==> src/rtl/led_pkg.sv <==
// Shared constants and types for the BCD converter / 7-segment scan display.
package led_pkg;

  // Converter states: wait for a start, then ten double-dabble steps.
  typedef enum logic {StIdle, StShift} conv_state_e;

  // Active-low glyphs, bit order {g,f,e,d,c,b,a}.
  localparam logic [6:0] GLYPH_0     = 7'b1000000;
  localparam logic [6:0] GLYPH_1     = 7'b1111001;
  localparam logic [6:0] GLYPH_2     = 7'b0100100;
  localparam logic [6:0] GLYPH_3     = 7'b0110000;
  localparam logic [6:0] GLYPH_4     = 7'b0011001;
  localparam logic [6:0] GLYPH_5     = 7'b0010010;
  localparam logic [6:0] GLYPH_6     = 7'b0000010;
  localparam logic [6:0] GLYPH_7     = 7'b1111000;
  localparam logic [6:0] GLYPH_8     = 7'b0000000;
  localparam logic [6:0] GLYPH_9     = 7'b0010000;
  localparam logic [6:0] GLYPH_BLANK = 7'b1111111;

  // Active-low anode enables; bit 0 drives the units digit.
  localparam logic [3:0] AN_IDX0 = 4'b1110;
  localparam logic [3:0] AN_IDX1 = 4'b1101;
  localparam logic [3:0] AN_IDX2 = 4'b1011;
  localparam logic [3:0] AN_IDX3 = 4'b0111;
  localparam logic [3:0] AN_OFF  = 4'b1111;

  // Anode pattern for a digit index.
  function automatic logic [3:0] an_onehot(input logic [1:0] idx);
    logic [3:0] an;
    case (idx)
      2'd0:    an = AN_IDX0;
      2'd1:    an = AN_IDX1;
      2'd2:    an = AN_IDX2;
      default: an = AN_IDX3;
    endcase
    return an;
  endfunction

endpackage

==> src/rtl/bcd_to_seg7.sv <==
// Combinational BCD nibble to active-low 7-segment glyph decoder.
module bcd_to_seg7
  import led_pkg::*;
(
  input  logic [3:0] nib,
  input  logic       blank,
  output logic [6:0] seg
);

  // Blank overrides the glyph; codes 10..15 never occur and decode dark.
  always_comb begin
    seg = GLYPH_BLANK;
    if (!blank) begin
      case (nib)
        4'd0:    seg = GLYPH_0;
        4'd1:    seg = GLYPH_1;
        4'd2:    seg = GLYPH_2;
        4'd3:    seg = GLYPH_3;
        4'd4:    seg = GLYPH_4;
        4'd5:    seg = GLYPH_5;
        4'd6:    seg = GLYPH_6;
        4'd7:    seg = GLYPH_7;
        4'd8:    seg = GLYPH_8;
        4'd9:    seg = GLYPH_9;
        default: seg = GLYPH_BLANK;
      endcase
    end
  end

endmodule

==> src/rtl/led_bcd_scan.sv <==
// Binary 0..1023 to four BCD digits (iterative double-dabble) driving a
// time-multiplexed 4-digit common-anode 7-segment display.
module led_bcd_scan
  import led_pkg::*;
#(
  parameter int unsigned SCAN_DIV = 50000,
  parameter bit          LZB      = 1'b1
) (
  input  logic        clk,
  input  logic        clr,
  input  logic [9:0]  di,
  input  logic        st,
  output logic        busy,
  output logic        rdy,
  output logic [15:0] bcd,
  output logic [3:0]  AN,
  output logic [6:0]  SEG
);

  localparam int unsigned PW = (SCAN_DIV > 1) ? $clog2(SCAN_DIV) : 1;
  localparam logic [PW-1:0] PRE_LAST = PW'(SCAN_DIV - 1);

  // Converter state. The shift register holds {bcd[15:0], bin[9:0]}.
  conv_state_e state_q, state_d;
  logic [25:0] sr_q, sr_d;
  logic [3:0]  cnt_q, cnt_d;
  logic [15:0] bcd_q, bcd_d;
  logic        rdy_q, rdy_d;
  logic [25:0] adj;

  // Scan state.
  logic [PW-1:0] pre_q, pre_d;
  logic [1:0]    idx_q, idx_d;

  logic [3:0] nib;
  logic       blank;

  // Double-dabble correction: add 3 to every BCD nibble that is 5 or more.
  always_comb begin
    adj = sr_q;
    for (int k = 0; k < 4; k++) begin
      if (sr_q[10+4*k +: 4] >= 4'd5) begin
        adj[10+4*k +: 4] = sr_q[10+4*k +: 4] + 4'd3;
      end
    end
  end

  // Converter next-state: latch on start, then ten correct-and-shift steps.
  always_comb begin
    state_d = state_q;
    sr_d    = sr_q;
    cnt_d   = cnt_q;
    bcd_d   = bcd_q;
    rdy_d   = 1'b0;
    case (state_q)
      StIdle: begin
        if (st) begin
          sr_d    = {16'h0000, di};
          cnt_d   = 4'd0;
          state_d = StShift;
        end
      end
      StShift: begin
        sr_d  = {adj[24:0], 1'b0};
        cnt_d = cnt_q + 4'd1;
        if (cnt_q == 4'd9) begin
          // BCD field of the final shifted value.
          bcd_d   = adj[24:9];
          rdy_d   = 1'b1;
          state_d = StIdle;
        end
      end
      default: state_d = StIdle;
    endcase
  end

  // Converter registers; clr aborts any conversion in flight.
  always_ff @(posedge clk) begin
    if (clr) begin
      state_q <= StIdle;
      sr_q    <= '0;
      cnt_q   <= '0;
      bcd_q   <= '0;
      rdy_q   <= 1'b0;
    end else begin
      state_q <= state_d;
      sr_q    <= sr_d;
      cnt_q   <= cnt_d;
      bcd_q   <= bcd_d;
      rdy_q   <= rdy_d;
    end
  end

  // Prescaler wraps every SCAN_DIV clocks and steps the digit index.
  always_comb begin
    pre_d = pre_q + 1'b1;
    idx_d = idx_q;
    if (pre_q == PRE_LAST) begin
      pre_d = '0;
      idx_d = idx_q + 2'd1;
    end
  end

  // Scan registers, free-running regardless of the converter.
  always_ff @(posedge clk) begin
    if (clr) begin
      pre_q <= '0;
      idx_q <= 2'd0;
    end else begin
      pre_q <= pre_d;
      idx_q <= idx_d;
    end
  end

  // Digit mux and leading-zero blanking; the units digit is always lit.
  always_comb begin
    blank = 1'b0;
    case (idx_q)
      2'd0:    nib = bcd_q[3:0];
      2'd1:    nib = bcd_q[7:4];
      2'd2:    nib = bcd_q[11:8];
      default: nib = bcd_q[15:12];
    endcase
    if (LZB) begin
      case (idx_q)
        2'd3:    blank = (bcd_q[15:12] == 4'd0);
        2'd2:    blank = (bcd_q[15:8] == 8'd0);
        2'd1:    blank = (bcd_q[15:4] == 12'd0);
        default: blank = 1'b0;
      endcase
    end
    AN = blank ? AN_OFF : an_onehot(idx_q);
  end

  bcd_to_seg7 u_dec (
    .nib   (nib),
    .blank (blank),
    .seg   (SEG)
  );

  assign busy = (state_q == StShift);
  assign rdy  = rdy_q;
  assign bcd  = bcd_q;

endmodule

==> config.mk <==
export PLATFORM = sky130hd
export DESIGN_NAME = led_bcd_scan
export DESIGN_NICKNAME = d
export VERILOG_FILES = /design/src/rtl/led_pkg.sv /design/src/rtl/bcd_to_seg7.sv /design/src/rtl/led_bcd_scan.sv
export SDC_FILE = /design/constraint.sdc
export NUM_CORES = 1
export LEC_CHECK = 0
export ABC_AREA = 1
export CORE_MARGIN = 4
export CORE_UTILIZATION = 50
export CTS_CLUSTER_SIZE = 12
export DETAILED_ROUTE_END_ITERATION = 10
export PLACE_DENSITY = 0.73
export REMOVE_ABC_BUFFERS = 1
export SETUP_SLACK_MARGIN = 0.4
export SLEW_MARGIN = 10
export SYNTH_ARGS = -nofsm -noshare
export SYNTH_HDL_FRONTEND = slang
export SYNTH_SLANG_ARGS = --single-unit
==> constraint.sdc <==
create_clock -name clk -period 3.44 [get_ports clk]
set_clock_uncertainty 0.2 [all_clocks]
set_input_delay 0.516 -clock clk [delete_from_list [all_inputs] [get_ports clk]]
set_output_delay 0.516 -clock clk [all_outputs]
set_load 0.1 [all_outputs]
; ---- Word level (Yosys, flattened, before mapping)
; Memories as Yosys holds them, arrays and structs flattened.
; Index checks and enable logic that the tools add are counted.
[totals]
regBits = 66
latch_bits = 0
ramBits = 0
mem_bits_ro = 112
mem_count = 1
[op_classes]
add_sub_neg = 7
n_mul = 0
div = 0
n_lt_le_gt_ge = 4
n_eq_ne = 6
shift = 0
muxes = 17
bitwise = 1
n_reduce_logical = 7
[memory_table]
columns = name, depth, width, read_ports, rd_clocked_by_memory_dff, wr, line
row1 = (no name shown), 16, 7, 1, 0, 0, bcd_to_seg7.sv:14  ; case (nib)
[op_table]
columns = op, n
row1 = $pmux W26 S2, 1
row2 = $mux W26, 1
row3 = $pmux W4 S3, 2
row4 = $mux W4, 5
row5 = $add A16 B1 Y16 const B, 1
row6 = $eq A16 B16 Y1 const B, 1
row7 = $ge A4 B3 Y1 const B, 4
row8 = $add A4 B2 Y4 const B, 3
row9 = $logic_not A12 Y1, 1
row10 = $logic_not A8 Y1, 1
row11 = $pmux W4 S2, 1
row12 = $mux W7, 1
row13 = $add A4 B1 Y4 const B, 1
row14 = $eq A2 B2 Y1 const B, 2
row15 = $eq A4 B4 Y1 const B, 1
row16 = $logic_not A4 Y1, 1
row17 = $reduce_or A2 Y1, 2
row18 = $add A3 B2 Y3 const B, 1
row19 = $mux W1, 3
row20 = $mux W3, 1
row21 = $pmux W1 S3, 1
row22 = $add A2 B1 Y2 const B, 1
row23 = $eq A2 B1 Y1 const B, 1
row24 = $logic_not A2 Y1, 1
row25 = other kinds (4), 4

; ---- Logic depth before layout (Yosys ltp)
; An unclocked memory read counts as a cell.
[depth]
depth_word = 4
ltp_mapped = 12
ltp_nobuf = 12

; ---- Cells and area by module
; Synthesis repeated with hierarchy kept, for this count alone.
[unflattened]
hier_cells = 527
area_unflattened_um2 = 3663.5
[modules_own_cells]
columns = module, instances, cells_each, area_per_inst_um2
row1 = led_bcd_scan, 1, 490, 3459.6
row2 = bcd_to_seg7, 1, 37, 203.9

; ---- Worst setup path before layout
; No wires, ideal clock.
[synth_timing]
path_type = reg2out
start = register bcd_q[12], in the netlist bcd[12]
end = output SEG[1]
arrival_time_ns = 3.124
required_ns = 2.724
setup_slack_ns = -0.400
stages_incl_launch_ff = 5
n_path_buf = 0
path_cell_list = dfxtp_1 -> nor2_1 -> o21bai_1 -> ha_1 -> o211ai_1
[synth_between]
elab_chain_len = 3
elab_cells_between_ends = 7
[synth_lines]
columns = element, line
row1 = "start, declared", led_bcd_scan.sv:27  ; logic [15:0] bcd_q, bcd_d;
row2 = "start signal, assigned", led_bcd_scan.sv:83  ; bcd_q <= '0;
row3 = "start signal, assigned", led_bcd_scan.sv:89  ; bcd_q <= bcd_d;
row4 = $pmux W4 S3 (tied with other cells), led_bcd_scan.sv:118  ; case (idx_q)
row5 = $mem_v2 Z16 W7 or $pmux W1 S3 (tied branches), --
row6 = $mux W7 *, bcd_to_seg7.sv:13  ; if (!blank) begin
row7 = "end, declared", led_bcd_scan.sv:17  ; output logic [6:0] SEG
; Every way passes the cells marked *; elsewhere a longest branch is shown, timed or not.

; ---- Worst setup path in the final report
[layout_timing]
start = register idx_q[0]
end = output SEG[1]
[layout_between]
elab_chain_len = 4
elab_cells_between_ends = 8
[layout_lines]
columns = element, line
row1 = "start, declared", led_bcd_scan.sv:33  ; logic [1:0] idx_q, idx_d;
row2 = "start signal, assigned", led_bcd_scan.sv:111  ; idx_q <= idx_d;
row3 = $eq A2 B2 Y1 (tied with other cells), "led_bcd_scan.sv:118, led_bcd_scan.sv:125"
row4 = $pmux W4 S3, led_bcd_scan.sv:118
row5 = $mem_v2 Z16 W7, --
row6 = $mux W7 *, bcd_to_seg7.sv:13
; Marked as above.

==> flow_summary.json <==
{
  "core-area_um2": 6830,
  "drt_iter0_drc": 97,
  "drt_wl_total_um": 7880,
  "start_util_pct": 51.7,
  "ctsLongestPathBuffers": 2,
  "status": "complete, no violations",
  "via_per_inst": 4.99,
  "synth_top_area_cell": "dfxtp_1",
  "wl_per_cell_um": 11.8,
  "fin_setup_tns_ps": 0,
  "cts_tree": "done",
  "fin_cells": 665,
  "worstSetupPathType": "reg -> out",
  "final_max_slew_viol_count": 0,
  "gp_congestion": 0.897,
  "leakagePower_nw": 1.88,
  "hold_viol_final": 0,
  "rsz0062_at_grt": "false",
  "end_kind": "output pin",
  "synth-main-ff-cell": "dfxtp_1",
  "fp.dieW_um": 92.0,
  "synth_seq_cells": 66,
  "die_y_um": 92.0,
  "design.die.area_um2": 8470,
  "route.detailed.drc": 0,
  "synth_cell_types": 34,
  "final_util_pct": 62.0,
  "vdd_ir_drop_max_mv": 0.221,
  "antenna_found_initial": 0,
  "num_antenna_cells": 0,
  "ios": 42,
  "required_ps": 2720,
  "ctsHoldBuffers": 0,
  "arrival_ps": 2170,
  "p_total_mw": 1.54,
  "syn_inst": 523,
  "yosysSeqAreaShare_pct": 37.4,
  "placed_cells": 649,
  "grt_usage_pct": 19.3,
  "worst_slew_pin_slew_ps": 965,
  "grt_overflow": 0,
  "cts_made_buffers": 9,
  "crit_fanout": 6,
  "first_global_vias": 3071,
  "nets": 597,
  "ant_nets": 0,
  "setup_viol": 0,
  "syn_avg_cell_area_um2": 6.75,
  "fill_cells": 636,
  "synth_most_common_cell": "nand2_1",
  "vias": 3320,
  "timing.final.crit_period_ps": 2890,
  "area_growth_pct": 20.0,
  "grt_start_max_net_pins": 32,
  "power_density_nw_per_um2": 364,
  "drt_pre_antenna_iters": 4,
  "start_kind": "register",
  "port-buffer-count": 41,
  "period_share_pct": 84.0,
  "max-cap-violations": 0,
  "max_freq_mhz": 346,
  "clkLatencyLatePin_ps": 340,
  "min_path_type": "reg -> reg",
  "synth-edff-count": 0,
  "grt_first_pass_wirelength_um": 13300,
  "async_flop_share_pct": 0,
  "syn_area_um2": 3530,
  "cts_sinks": 66,
  "rows": 30,
  "yosysTopAreaCellShare_pct": 37.4,
  "drive_above_1_share_pct": 12.7,
  "ys_top_cells_by_area": "dfxtp_1 37%, nand2_1 18%, nand3_1 7.4%, inv_1 7.1%, ha_1 6.7%",
  "synth.top_cells.by_count": "170 x nand2_1, 67 x inv_1, 66 x dfxtp_1, 52 x nand3_1, 32 x a21oi_1",
  "h-tree-depth": 3,
  "hpwl_um": 5660,
  "root_buffer": "clkbuf_8",
  "ys.warnings.count": 0,
  "path_clk_slew_ps": 70,
  "max-slew-margin-rel_pct": 35.4
}
cells by family (layout without fill, tap and decap cells):
| group | Yosys count | after routing | synth area share (%) |
|---|---|---|---|
| xor gates and xnor gates | 8 | 8 | 1.99 |
| adders and majority gates | 19 | 19 | 6.74 |
| buffers and inverters | 89 | 135 | 10.2 |
| AOI/OAI and AO/OA | 62 | 62 | 10.0 |
| and+or+nand+nor | 279 | 279 | 33.6 |
| DFF | 66 | 66 | 37.4 |
through the flow:
step | setup WS (ps) | area [um^2] | hold WS, ps
final | 551 | 4240 | 276
after global routing | 416 | 4240 | 288
after CTS | 421 | 4210 | 271
after detailed placement | 709 | 3990 | 236
after global placement | 786 | 3990 | 223
after floorplan | -400 | 3450 | 212
worst max-delay path: stages (launching register included):
cell and delay (ps):
dfxtp_2 340, ha_1 260, inv_2 130, nor2_1 60, o21bai_2 220, ha_1 330
o211ai_1 270, buf_12 220
path summary, 6_finish.rpt:
kind | endpoint | cells after the start | startpoint | slack (ps)
max | SEG[1] | 7 | idx_q[0] | 550
min | cnt_q[2] | 1 | cnt_q[2] | 280
max reg2reg | bcd[8] | 7 | cnt_q[1] | 1370
min reg2reg | cnt_q[2] | 1 | cnt_q[2] | 280
layer usage:
metal / GRT usage, % / wire length (um) / vias up
li1: - / - / 1744
met1: 22.5 / 3540 / 1490
met2: 33.6 / 3770 / 69
met3: 4.51 / 387 / 17
met4: 8.42 / 178 / 0
met5: 0 / 0 / -
registers in the layout (all words and copies together) (netlist names):
name,cells
rdy,1
idx_q,2
cnt_q,4
sr_q,26
bcd,16
busy,1
pre_q,16
layout make-up:
cell class / count / area [um^2] / share of cell area [%]
well taps: 96 / 120 / 2.84
multi-input cells: 368 / 1870 / 44.1
flip-flops and latches: 66 / 1320 / 31.3
inverters: 74 / 279 / 6.59
repair buffers: 46 / 440 / 10.4
clock inverters: 2 / 35.0 / 0.827
clock buffers: 13 / 169 / 3.99
report_power, final:
part           switching, mW  internal [mW]  leakage (nW)  total [mW]
Sequential           0.00836          0.776         0.535       0.785
Combinational         0.0526         0.0309          1.23      0.0836
Clock                  0.283          0.389         0.106       0.672
repair_timing:
action,CTS,global route
gates resized for setup,1,11
setup endpoints to repair,4,6
setup buffers,1,0
pin swaps,2,0
cell usage in the layout (no fill, tap or decap), types with 6 or more instances in the layout:
| cell type | netlist | final |
|---|---|---|
| a21oi_1 | 32 | 32 |
| buf_4 | 1 | 25 |
| clkbuf_8 | 0 | 12 |
| clkdlybuf4s50_1 | 0 | 15 |
| dfxtp_1 | 66 | 64 |
| ha_1 | 19 | 16 |
| inv_1 | 67 | 65 |
| inv_2 | 6 | 8 |
| nand2_1 | 170 | 170 |
| nand3_1 | 52 | 52 |
| nand4_1 | 6 | 6 |
| nor2_1 | 31 | 31 |
| nor3_1 | 7 | 7 |
| o21ai_0 | 13 | 12 |
| xor2_1 | 8 | 8 |
(Power assumes the default switching activity.)
